### src/rtl/uart_rx_pkg.sv
// Shared types and constants for the UART receive port: receiver states,
// status register bit positions and the default MCU port IDs.
package uart_rx_pkg;

  typedef enum logic [2:0] {
    IDLE,
    START,
    DATA,
    PARITY,
    STOP
  } rx_state_t;

  localparam int STAT_BUSY       = 0;
  localparam int STAT_NONEMPTY   = 1;
  localparam int STAT_FULL       = 2;
  localparam int STAT_OVERRUN    = 3;
  localparam int STAT_FRAME_ERR  = 4;
  localparam int STAT_PARITY_ERR = 5;

  localparam logic [7:0] DEFAULT_DATA_ID = 8'h30;
  localparam logic [7:0] DEFAULT_STAT_ID = 8'h31;

endpackage

### src/rtl/uart_rx_sync_fifo.sv
// Small synchronous FIFO with registered storage and a combinational head.
// Count is one bit wider than the pointers so full and empty differ.
module sync_fifo #(
  parameter int WIDTH = 8,
  parameter int DEPTH = 4
) (
  input  logic                     clk,
  input  logic                     rst_n,
  input  logic                     push,
  input  logic                     pop,
  input  logic [WIDTH-1:0]         din,
  output logic [WIDTH-1:0]         head,
  output logic                     full,
  output logic                     empty,
  output logic [$clog2(DEPTH):0]   count
);

  localparam int PTR_W = $clog2(DEPTH);
  localparam logic [PTR_W:0] FULL_CNT = (PTR_W+1)'(DEPTH);

  logic [WIDTH-1:0] mem [DEPTH];
  logic [PTR_W-1:0] wr_ptr;
  logic [PTR_W-1:0] rd_ptr;
  logic             do_push;
  logic             do_pop;

  // A pop frees a slot in the same cycle, so a push into a full FIFO is
  // accepted when it coincides with a real pop.
  assign do_pop  = pop && !empty;
  assign do_push = push && (!full || do_pop);
  assign empty   = (count == '0);
  assign full    = (count == FULL_CNT);
  assign head    = mem[rd_ptr];

  always_ff @(posedge clk or negedge rst_n) begin
    if (!rst_n) begin
      for (int i = 0; i < DEPTH; i++) mem[i] <= '0;
      wr_ptr <= '0;
      rd_ptr <= '0;
      count  <= '0;
    end else begin
      if (do_push) begin
        mem[wr_ptr] <= din;
        wr_ptr      <= wr_ptr + 1'b1;
      end
      if (do_pop) rd_ptr <= rd_ptr + 1'b1;
      if (do_push && !do_pop)      count <= count + 1'b1;
      else if (do_pop && !do_push) count <= count - 1'b1;
    end
  end

endmodule

### src/rtl/uart_rx_port.sv
// UART receiver peripheral on the MCU I/O bus: 8N1 by default, 8E1 when
// UART_RX_PARITY_EN is defined. Bytes land in a FIFO, popped via STAT_ID.
module uart_rx_port
  import uart_rx_pkg::*;
#(
  parameter int         CLKS_PER_BIT = 868,
  parameter int         FIFO_DEPTH   = 4,
  parameter logic [7:0] DATA_ID      = DEFAULT_DATA_ID,
  parameter logic [7:0] STAT_ID      = DEFAULT_STAT_ID,
  parameter int         INT_CYCLES   = 4
) (
  input  logic       CLK,
  input  logic       RESET_N,
  input  logic       RX,
  input  logic [7:0] PORT_ID,
  input  logic       IO_STRB,
  input  logic [7:0] OUT_PORT,
  output logic [7:0] IN_DATA,
  output logic       INTERRUPT
);

  localparam int CNT_W  = $clog2(CLKS_PER_BIT);
  localparam int ICNT_W = $clog2(INT_CYCLES + 1);
  localparam int CPTR_W = $clog2(FIFO_DEPTH) + 1;
  localparam logic [CNT_W-1:0]  LAST_CNT = CNT_W'(CLKS_PER_BIT - 1);
  localparam logic [CNT_W-1:0]  HALF_CNT = CNT_W'(CLKS_PER_BIT / 2);
  localparam logic [ICNT_W-1:0] INT_LOAD = ICNT_W'(INT_CYCLES);
`ifdef UART_RX_PARITY_EN
  localparam rx_state_t AFTER_DATA = PARITY;
`else
  localparam rx_state_t AFTER_DATA = STOP;
`endif

  rx_state_t          state, state_n;
  logic               rx_meta, rx_sync;
  logic [CNT_W-1:0]   baud_cnt, cnt_n;
  logic [2:0]         bit_cnt, bit_n;
  logic [7:0]         shift, shift_n;
  logic               enq, frame_set, ovr_set, accept;
  logic               strb_q, pop_req;
  logic               overrun, frame_err;
  logic [ICNT_W-1:0]  int_cnt;
  logic [7:0]         fifo_head, status;
  logic               fifo_full, fifo_empty;
  logic [CPTR_W-1:0]  fifo_count;
  logic               unused_out_port;
`ifdef UART_RX_PARITY_EN
  logic               parity_err, par_set;
`endif

  assign unused_out_port = ^OUT_PORT;
  assign pop_req   = IO_STRB && (PORT_ID == STAT_ID) && !strb_q;
  assign accept    = enq && (!fifo_full || pop_req);
  assign ovr_set   = enq && fifo_full && !pop_req;
  assign INTERRUPT = (int_cnt != '0);

  always_ff @(posedge CLK or negedge RESET_N) begin
    if (!RESET_N) begin
      rx_meta   <= 1'b1;
      rx_sync   <= 1'b1;
      state     <= IDLE;
      baud_cnt  <= '0;
      bit_cnt   <= '0;
      shift     <= '0;
      strb_q    <= 1'b0;
      overrun   <= 1'b0;
      frame_err <= 1'b0;
      int_cnt   <= '0;
    end else begin
      rx_meta   <= RX;
      rx_sync   <= rx_meta;
      state     <= state_n;
      baud_cnt  <= cnt_n;
      bit_cnt   <= bit_n;
      shift     <= shift_n;
      strb_q    <= IO_STRB;
      overrun   <= (overrun && !pop_req) || ovr_set;
      frame_err <= (frame_err && !pop_req) || frame_set;
      if (accept)              int_cnt <= INT_LOAD;
      else if (int_cnt != '0)  int_cnt <= int_cnt - 1'b1;
    end
  end

`ifdef UART_RX_PARITY_EN
  always_ff @(posedge CLK or negedge RESET_N) begin
    if (!RESET_N) parity_err <= 1'b0;
    else          parity_err <= (parity_err && !pop_req) || par_set;
  end
`endif

  // Counter resets to 0 on each state hand-off; START waits half a bit to
  // land all later samples mid-bit.
  always_comb begin
    state_n   = state;
    cnt_n     = baud_cnt + 1'b1;
    bit_n     = bit_cnt;
    shift_n   = shift;
    enq       = 1'b0;
    frame_set = 1'b0;
`ifdef UART_RX_PARITY_EN
    par_set   = 1'b0;
`endif
    case (state)
      IDLE: begin
        cnt_n = '0;
        bit_n = '0;
        if (!rx_sync) state_n = START;
      end
      START: if (baud_cnt == HALF_CNT) begin
        cnt_n   = '0;
        state_n = rx_sync ? IDLE : DATA;
      end
      DATA: if (baud_cnt == LAST_CNT) begin
        cnt_n   = '0;
        shift_n = {rx_sync, shift[7:1]};
        bit_n   = bit_cnt + 1'b1;
        if (bit_cnt == 3'd7) state_n = AFTER_DATA;
      end
`ifdef UART_RX_PARITY_EN
      PARITY: if (baud_cnt == LAST_CNT) begin
        cnt_n = '0;
        if (rx_sync != ^shift) begin
          par_set = 1'b1;
          state_n = IDLE;
        end else begin
          state_n = STOP;
        end
      end
`endif
      STOP: if (baud_cnt == LAST_CNT) begin
        cnt_n     = '0;
        state_n   = IDLE;
        enq       = rx_sync;
        frame_set = !rx_sync;
      end
      default: state_n = IDLE;
    endcase
  end

  sync_fifo #(.WIDTH(8), .DEPTH(FIFO_DEPTH)) u_fifo (
    .clk   (CLK),
    .rst_n (RESET_N),
    .push  (accept),
    .pop   (pop_req),
    .din   (shift),
    .head  (fifo_head),
    .full  (fifo_full),
    .empty (fifo_empty),
    .count (fifo_count)
  );

  always_comb begin
    status                 = '0;
    status[STAT_BUSY]      = (state != IDLE);
    status[STAT_NONEMPTY]  = (fifo_count != '0);
    status[STAT_FULL]      = fifo_full;
    status[STAT_OVERRUN]   = overrun;
    status[STAT_FRAME_ERR] = frame_err;
`ifdef UART_RX_PARITY_EN
    status[STAT_PARITY_ERR] = parity_err;
`endif
    IN_DATA = 8'h00;
    if (PORT_ID == DATA_ID)      IN_DATA = fifo_empty ? 8'h00 : fifo_head;
    else if (PORT_ID == STAT_ID) IN_DATA = status;
  end

endmodule

### config.mk
export PLATFORM = sky130hd
export DESIGN_NAME = uart_rx_port
export DESIGN_NICKNAME = d
export VERILOG_FILES = /design/src/rtl/uart_rx_pkg.sv /design/src/rtl/uart_rx_sync_fifo.sv /design/src/rtl/uart_rx_port.sv
export SDC_FILE = /design/constraint.sdc
export NUM_CORES = 1
export LEC_CHECK = 0
export CORE_MARGIN = 3
export CORE_UTILIZATION = 45
export DETAILED_ROUTE_END_ITERATION = 8
export RECOVER_POWER = 50
export SLEW_MARGIN = 40
export SYNTH_ARGS = -nofsm -noshare
export SYNTH_HDL_FRONTEND = slang
export SYNTH_SLANG_ARGS = --single-unit
### constraint.sdc
create_clock -name CLK -period 3.6 [get_ports CLK]
set_clock_uncertainty 0.15 [all_clocks]
set_input_delay 0.54 -clock CLK [delete_from_list [all_inputs] [get_ports CLK]]
set_output_delay 0.54 -clock CLK [all_outputs]
set_load 0.02 [all_outputs]
* Word-level counts from Yosys, hierarchy flattened *
Index checks and enable logic that the tools add are counted.

storage, ports and cells
  register bits = 71
  latch bits = 0
  bits in writable memories = 0
  memory bits (read-only) = 0
  input bits = 20
  output and inout port bits = 9
  memories = 0

cells by class
  $add $sub $neg = 7
  multipliers = 0
  divide/modulo/power cells = 0
  $lt $le $gt $ge = 3
  equal/unequal tests = 14
  shifts and indexed selects = 0
  mux-type cells = 29
  bitwise operators = 2
  reduce and logical (&&, ||, !) cells = 35

operators with widths
  cell                     count
  $mux W8                  5
  $bwmux W32               1
  $mux W3                  10
  $pmux W10 S3             1
  $mux W10                 2
  $bmux W8 S2              1
  $demux W8 S2             1
  $eq A8 B6 Y1 const B     2
  $logic_and A1 B1 Y1      12
  $pmux W3 S4              1
  $add A10 B1 Y10 const B  1
  $eq A10 B10 Y1 const B   1
  $eq A10 B9 Y1 const B    1
  $ne A2 B2 Y1 const B     5
  $eq A3 B3 Y1 const B     3
  $reduce_bool A3 Y1       3
  $logic_not A1 Y1         7
  $add A3 B1 Y3 const B    2
  $ge A3 B3 Y1 const B     2
  $logic_not A3 Y1         2
  $not A2 Y3               2
  $pmux W3 S2              1
  $reduce_bool A2 Y1       3
  $sub A3 B1 Y3 const B    2
  11 further kinds         19

* Logic depth before layout (Yosys ltp) *
  depth in word-level cells = 10
  gate-level depth with buffers = 12
  mapped depth without buffers = 11

* Modules after synthesis *
Synthesis repeated with hierarchy kept, for this count alone.

second synthesis, totals
  cell total of the unflattened synthesis = 262
  area total of the unflattened synthesis = 3450.8 µm²

modules (own cells, without submodules)
  module        instances  cells an instance  area each (µm²)  sequential area each (µm²)
  sync_fifo     1          113                1794.2           975.9
  uart_rx_port  1          149                1656.6           803.3

* Worst setup path before layout *
No wires, ideal clock.

  path type = input to register
  start = input PORT_ID[1]
  end = register u_fifo.count[2]
  library setup time = 79 ps
  data arrival time = 3049 ps
  data required time = 3371 ps
  slack = 322 ps
  stages on the path = 10
  path through = or3_1 -> o31ai_4 -> or4b_4 -> inv_1 -> ha_1 -> inv_1 -> fa_1 -> xor2_1 -> nor2_1 -> xor2_1

on the way
  longest elaborated chain between the ends = 9
  elaborated cells on any way between the ends = 14
  classes of those cells = 1 x eq/ne; 1 x mux; 12 x reduce/logical

RTL lines
  what                                                              RTL line                                     RTL
  start: declaration                                                uart_rx_port.sv:15                           input logic [7:0] PORT_ID,
  $eq A8 B6 Y1 (*)                                                  uart_rx_port.sv:52                           assign pop_req = IO_STRB && (PORT_ID == STAT_ID) && !strb_q;
  $logic_and A1 B1 Y1 (*) (2 in a row)                              uart_rx_port.sv:52
  $logic_or A1 B1 Y1 / $logic_and A1 B1 Y1 (equally long branches)  uart_rx_port.sv:53, uart_rx_sync_fifo.sv:29
  $logic_and A1 B1 Y1 / $logic_or A1 B1 Y1 (equally long branches)  uart_rx_port.sv:53, uart_rx_sync_fifo.sv:30
  $logic_and A1 B1 Y1 (*)                                           uart_rx_sync_fifo.sv:30                      assign do_push = push && (!full || do_pop);
  via u_fifo.do_push                                                uart_rx_sync_fifo.sv:24                      logic do_push;
  $logic_not A1 Y1                                                  uart_rx_sync_fifo.sv:48                      else if (do_pop && !do_push) count <= count - 1'b1;
  $logic_and A1 B1 Y1                                               uart_rx_sync_fifo.sv:48
  $reduce_bool A2 Y1 (no source line)                               -
  end signal: assignment                                            uart_rx_sync_fifo.sv:47                      if (do_push && !do_pop) count <= count + 1'b1;
  end signal: assignment                                            uart_rx_sync_fifo.sv:48
  end: declaration                                                  uart_rx_sync_fifo.sv:15                      output logic [$clog2(DEPTH):0] count

Mark *: on every way through the listed nets, which the timed path passes. The rest lies on a longest branch.
A chain may end at the register's enable or synchronous reset.

* Worst setup path after layout *
  start = input PORT_ID[1]
  end = output IN_DATA[5]

on the way
  longest elaborated chain between the ends = 2

RTL lines
  what              RTL line             RTL
  $eq A8 B6 Y1      uart_rx_port.sv:163  if (PORT_ID == DATA_ID) IN_DATA = fifo_empty ? 8'h00 : fifo_head;
  $mux W8           uart_rx_port.sv:163
  end: declaration  uart_rx_port.sv:18   output logic [7:0] IN_DATA,

No other way between the ends.

==> results.sh <==
export IMPL_pre_cts_ws_ns=-0.0101
export IMPL_cts_sinks=71
export IMPL_grt_usage_pct=16.6
export IMPL_cap_violations=1
export IMPL_grtUsageMet2_pct=25.0
export IMPL_worstPathMaxFanout=4
export IMPL_gp_congestion=0.767
export IMPL_synth_xor_area_share_pct=4.01
export IMPL_critPathKind="in2out"
export IMPL_synthMuxAreaShare_pct=18.8
export IMPL_start_util_pct=47.0
export IMPL_synth_edf_count=0
export IMPL_ant_nets=0
export IMPL_fin_ws_ns=0.0973
export IMPL_synth_simple_area_share_pct=14.1
export IMPL_slew_limit_headroom_pct=-15.7
export IMPL_first_pass_iters=4
export IMPL_wl_per_cell_um=16.4
export IMPL_coreArea_um2=7370
export IMPL_r2r_cells=10
export IMPL_clk_insertion_delay_late_ns=0.35
export IMPL_dieArea_um2=8790
export IMPL_grt_most_used_layer="met2"
export IMPL_seq_area_um2=1780
export IMPL_synth_avg_cell_area_um2=12.9
export IMPL_final_hold_violation_count=0
export IMPL_grt_use_met1_pct=23.1
export IMPL_drive_gt1_share_pct=28.6
export IMPL_ys_ff_latch=71
export IMPL_ys_seq_area_share_pct=51.4
export IMPL_finalCritPeriodShare_pct=97.3
export IMPL_dieHeight_um=93.7
export IMPL_syn_inst=268
export IMPL_drt_iter0_drc=80
export IMPL_min_to="rx_sync$_DFF_PN1_"
export IMPL_rows=31
export IMPL_fin_util_pct=54.6
export IMPL_syn2layout_area_growth_pct=16.1
export IMPL_synth_adder_area_share_pct=4.55
export IMPL_ios=29
export IMPL_fin_area_um2=4020
export IMPL_async_flop_share_pct=100
export IMPL_chipWidth_um=93.7
export IMPL_clkTransAtPathRegs_ns=0.08
export IMPL_placedCellCount=387
export IMPL_post_cts_buffers=0
export IMPL_finalSetupViolCount=0
export IMPL_start_kind="primary input"
export IMPL_layout_cells_non_filler=403
export IMPL_period_needed_ns=3.50
export IMPL_routed_wl_um=6610
export IMPL_drc=0
export IMPL_htreeDepth=3
export IMPL_gr_total_overflow=0
export IMPL_synth_compound_area_share_pct=4.69
export IMPL_synth_warnings=0
export IMPL_cp_startpoint="PORT_ID[1]"
export IMPL_holdPathStages=0
export IMPL_grt_max_degree=72
export IMPL_fin_nets=331
export IMPL_endpoint_kind="primary output"
export IMPL_cp_arrival_ns=2.81
export IMPL_synth_cell_types=49
export IMPL_ir_drop_v=0.000200
export IMPL_drv_slew=72
export IMPL_syn_num_nets=300
export IMPL_first_global_vias=2181
export IMPL_p_per_area_nw_per_um2=375
export IMPL_leakagePower_nw=1.88
export IMPL_grt_pass1_wl_um=11100
export IMPL_avgViaCountPerCell=5.36
export IMPL_diodes=0
export IMPL_clockRootBuffer="clkbuf_8"
export IMPL_vias=2162
export IMPL_worst_pin_slew_ns=1.74
export IMPL_rsz0062_at_grt="false"
export IMPL_fillers=628
export IMPL_status="complete, but fails checks"
export IMPL_grt_util_met3_pct=3.29
export IMPL_timing_fmax_mhz=285
export IMPL_holdCritStartpoint="rx_meta$_DFF_PN1_"
export IMPL_whs_ns=0.208
export IMPL_clock_path_buffers=2
export IMPL_cts_tree="done"
export IMPL_portBuffers=20
export IMPL_r2r_end="u_fifo.count[2]$_DFFE_PN0P_"
export IMPL_synth_ff_type="dfrtp_1"
export IMPL_syn_area_um2=3460
export IMPL_violations="capacitance limit, slew limit"
export IMPL_required_ns=2.91
export IMPL_cts_buffers=9
export IMPL_hold_path_class="reg2reg"
export IMPL_multiInputGateArea_um2=1600
export IMPL_antenna_found_initial=0
export IMPL_place_area_um2=3810
export IMPL_hold_buffers=0
export IMPL_r2r_start="baud_cnt[2]$_DFF_PN0_"
export IMPL_synth_top_family_by_area="multiplexers"
export IMPL_rrSetupSlack_ns=0.30
export IMPL_hpwl_um=4490
cell usage after synthesis, drive strengths merged, types with 2 or more instances:
master | n | share of area [%]
xnor2 | 10 | 2.7
nand4bb | 2 | 0.65
o21ai | 4 | 0.58
and2 | 3 | 0.54
nand4 | 3 | 0.54
o22ai | 2 | 0.36
inv | 14 | 1.5
dfstp | 2 | 1.5
a21oi | 4 | 0.58
nor3 | 7 | 1.2
mux4 | 8 | 5.2
xor2 | 5 | 1.3
nand2b | 2 | 0.36
buf | 2 | 0.29
nor4 | 2 | 0.79
mux2 | 41 | 13
nand4b | 2 | 0.51
o31ai | 2 | 0.83
clkbuf | 6 | 0.65
ha | 11 | 4.0
or3b | 2 | 0.51
dfrtp | 69 | 50
nand3 | 17 | 3.9
nor2 | 20 | 2.2
nand2 | 6 | 0.65
or3 | 4 | 0.72
a32o | 2 | 0.58
worst max-delay path by stage:
stage / end / slack [ns]
after CTS: IN_DATA[0] / 0.02
after global placement: IN_DATA[1] / -0.02
after detailed placement: IN_DATA[1] / -0.01
final: IN_DATA[5] / 0.1
after global routing: IN_DATA[3] / 0.009
after floorplan: u_fifo.count[2]$_DFFE_PN0P_ / 0.32
cell type report:
type,instances,share of cell area [%]
sequential,71,44.2
multi-input combinational,175,39.8
timing repair buffer,28,6.44
clock buffer,11,3.76
tap,99,3.08
clock inverter,5,1.40
inverter,14,1.31
routing by layer:
layer | routed length (µm) | vias to the layer above
met4 | 99 | 0
met1 | 3130 | 1087
met5 | 0 | -
met2 | 3140 | 36
met3 | 244 | 8
li1 | - | 1031
cells in the final DEF, fill, tap and decap left out, types with 4 or more instances in the layout:
| cell | synthesis | layout |
|---|---|---|
| dfrtp_1 | 69 | 69 |
| xnor2_1 | 9 | 9 |
| mux4_2 | 8 | 8 |
| nand2_1 | 6 | 6 |
| ha_1 | 11 | 11 |
| nor2_1 | 20 | 20 |
| clkbuf_8 | 0 | 11 |
| o21ai_0 | 4 | 4 |
| nand3_1 | 13 | 13 |
| a21oi_1 | 4 | 4 |
| or3_1 | 4 | 4 |
| xor2_1 | 5 | 5 |
| clkdlybuf4s50_1 | 0 | 13 |
| inv_1 | 14 | 14 |
| nor3_1 | 6 | 6 |
| mux2_2 | 41 | 41 |
| nand3_4 | 4 | 4 |
| buf_4 | 0 | 7 |
critical path, stage by stage:
cell             delay, ns
clkdlybuf4s50_1       0.39
or3_1                 0.45
or2_2                 0.34
nor3_1                0.20
buf_4                 0.18
and2_1                0.12
clkdlybuf4s50_1       0.59
power breakdown:
part	internal [mW]	leakage (nW)	switching, mW
clock	0.357	0.105	0.306
sequential	0.802	0.943	0.00570
combinational	0.0166	0.831	0.0224
state kept, by name (all words and copies together), names as in the netlist:
register / flops
bit_cnt: 3
frame_err: 1
u_fifo.wr_ptr: 2
u_fifo.mem: 32
int_cnt: 3
state: 3
u_fifo.count: 3
overrun: 1
shift: 8
u_fifo.rd_ptr: 2
rx_meta: 1
strb_q: 1
baud_cnt: 10
rx_sync: 1
through the flow:
step / power (mW) / TNS [ns]
after floorplan: 0.832 / 0
after global placement: 0.865 / -0.0169
after detailed placement: 0.866 / -0.0101
after CTS: 1.53 / 0
after global routing: 1.57 / 0
final: 1.51 / 0
what timing repair did:
action                                  in CTS  in global routing
gates resized for setup                      1                  3
endpoints found under the setup margin       1                  3
gates cloned                                 0                  0
endpoints found under the hold margin        0                  0
cells by family after synthesis:
kind of cell	Yosys count
and+or+nand+nor	77
xor gates and xnor gates	15
muxes	50
DFF	71
buffers and inverters	22
AOI/OAI and AO/OA	21
adders and majority gates	12
No activity file was read; power rests on OpenSTA's default activity.
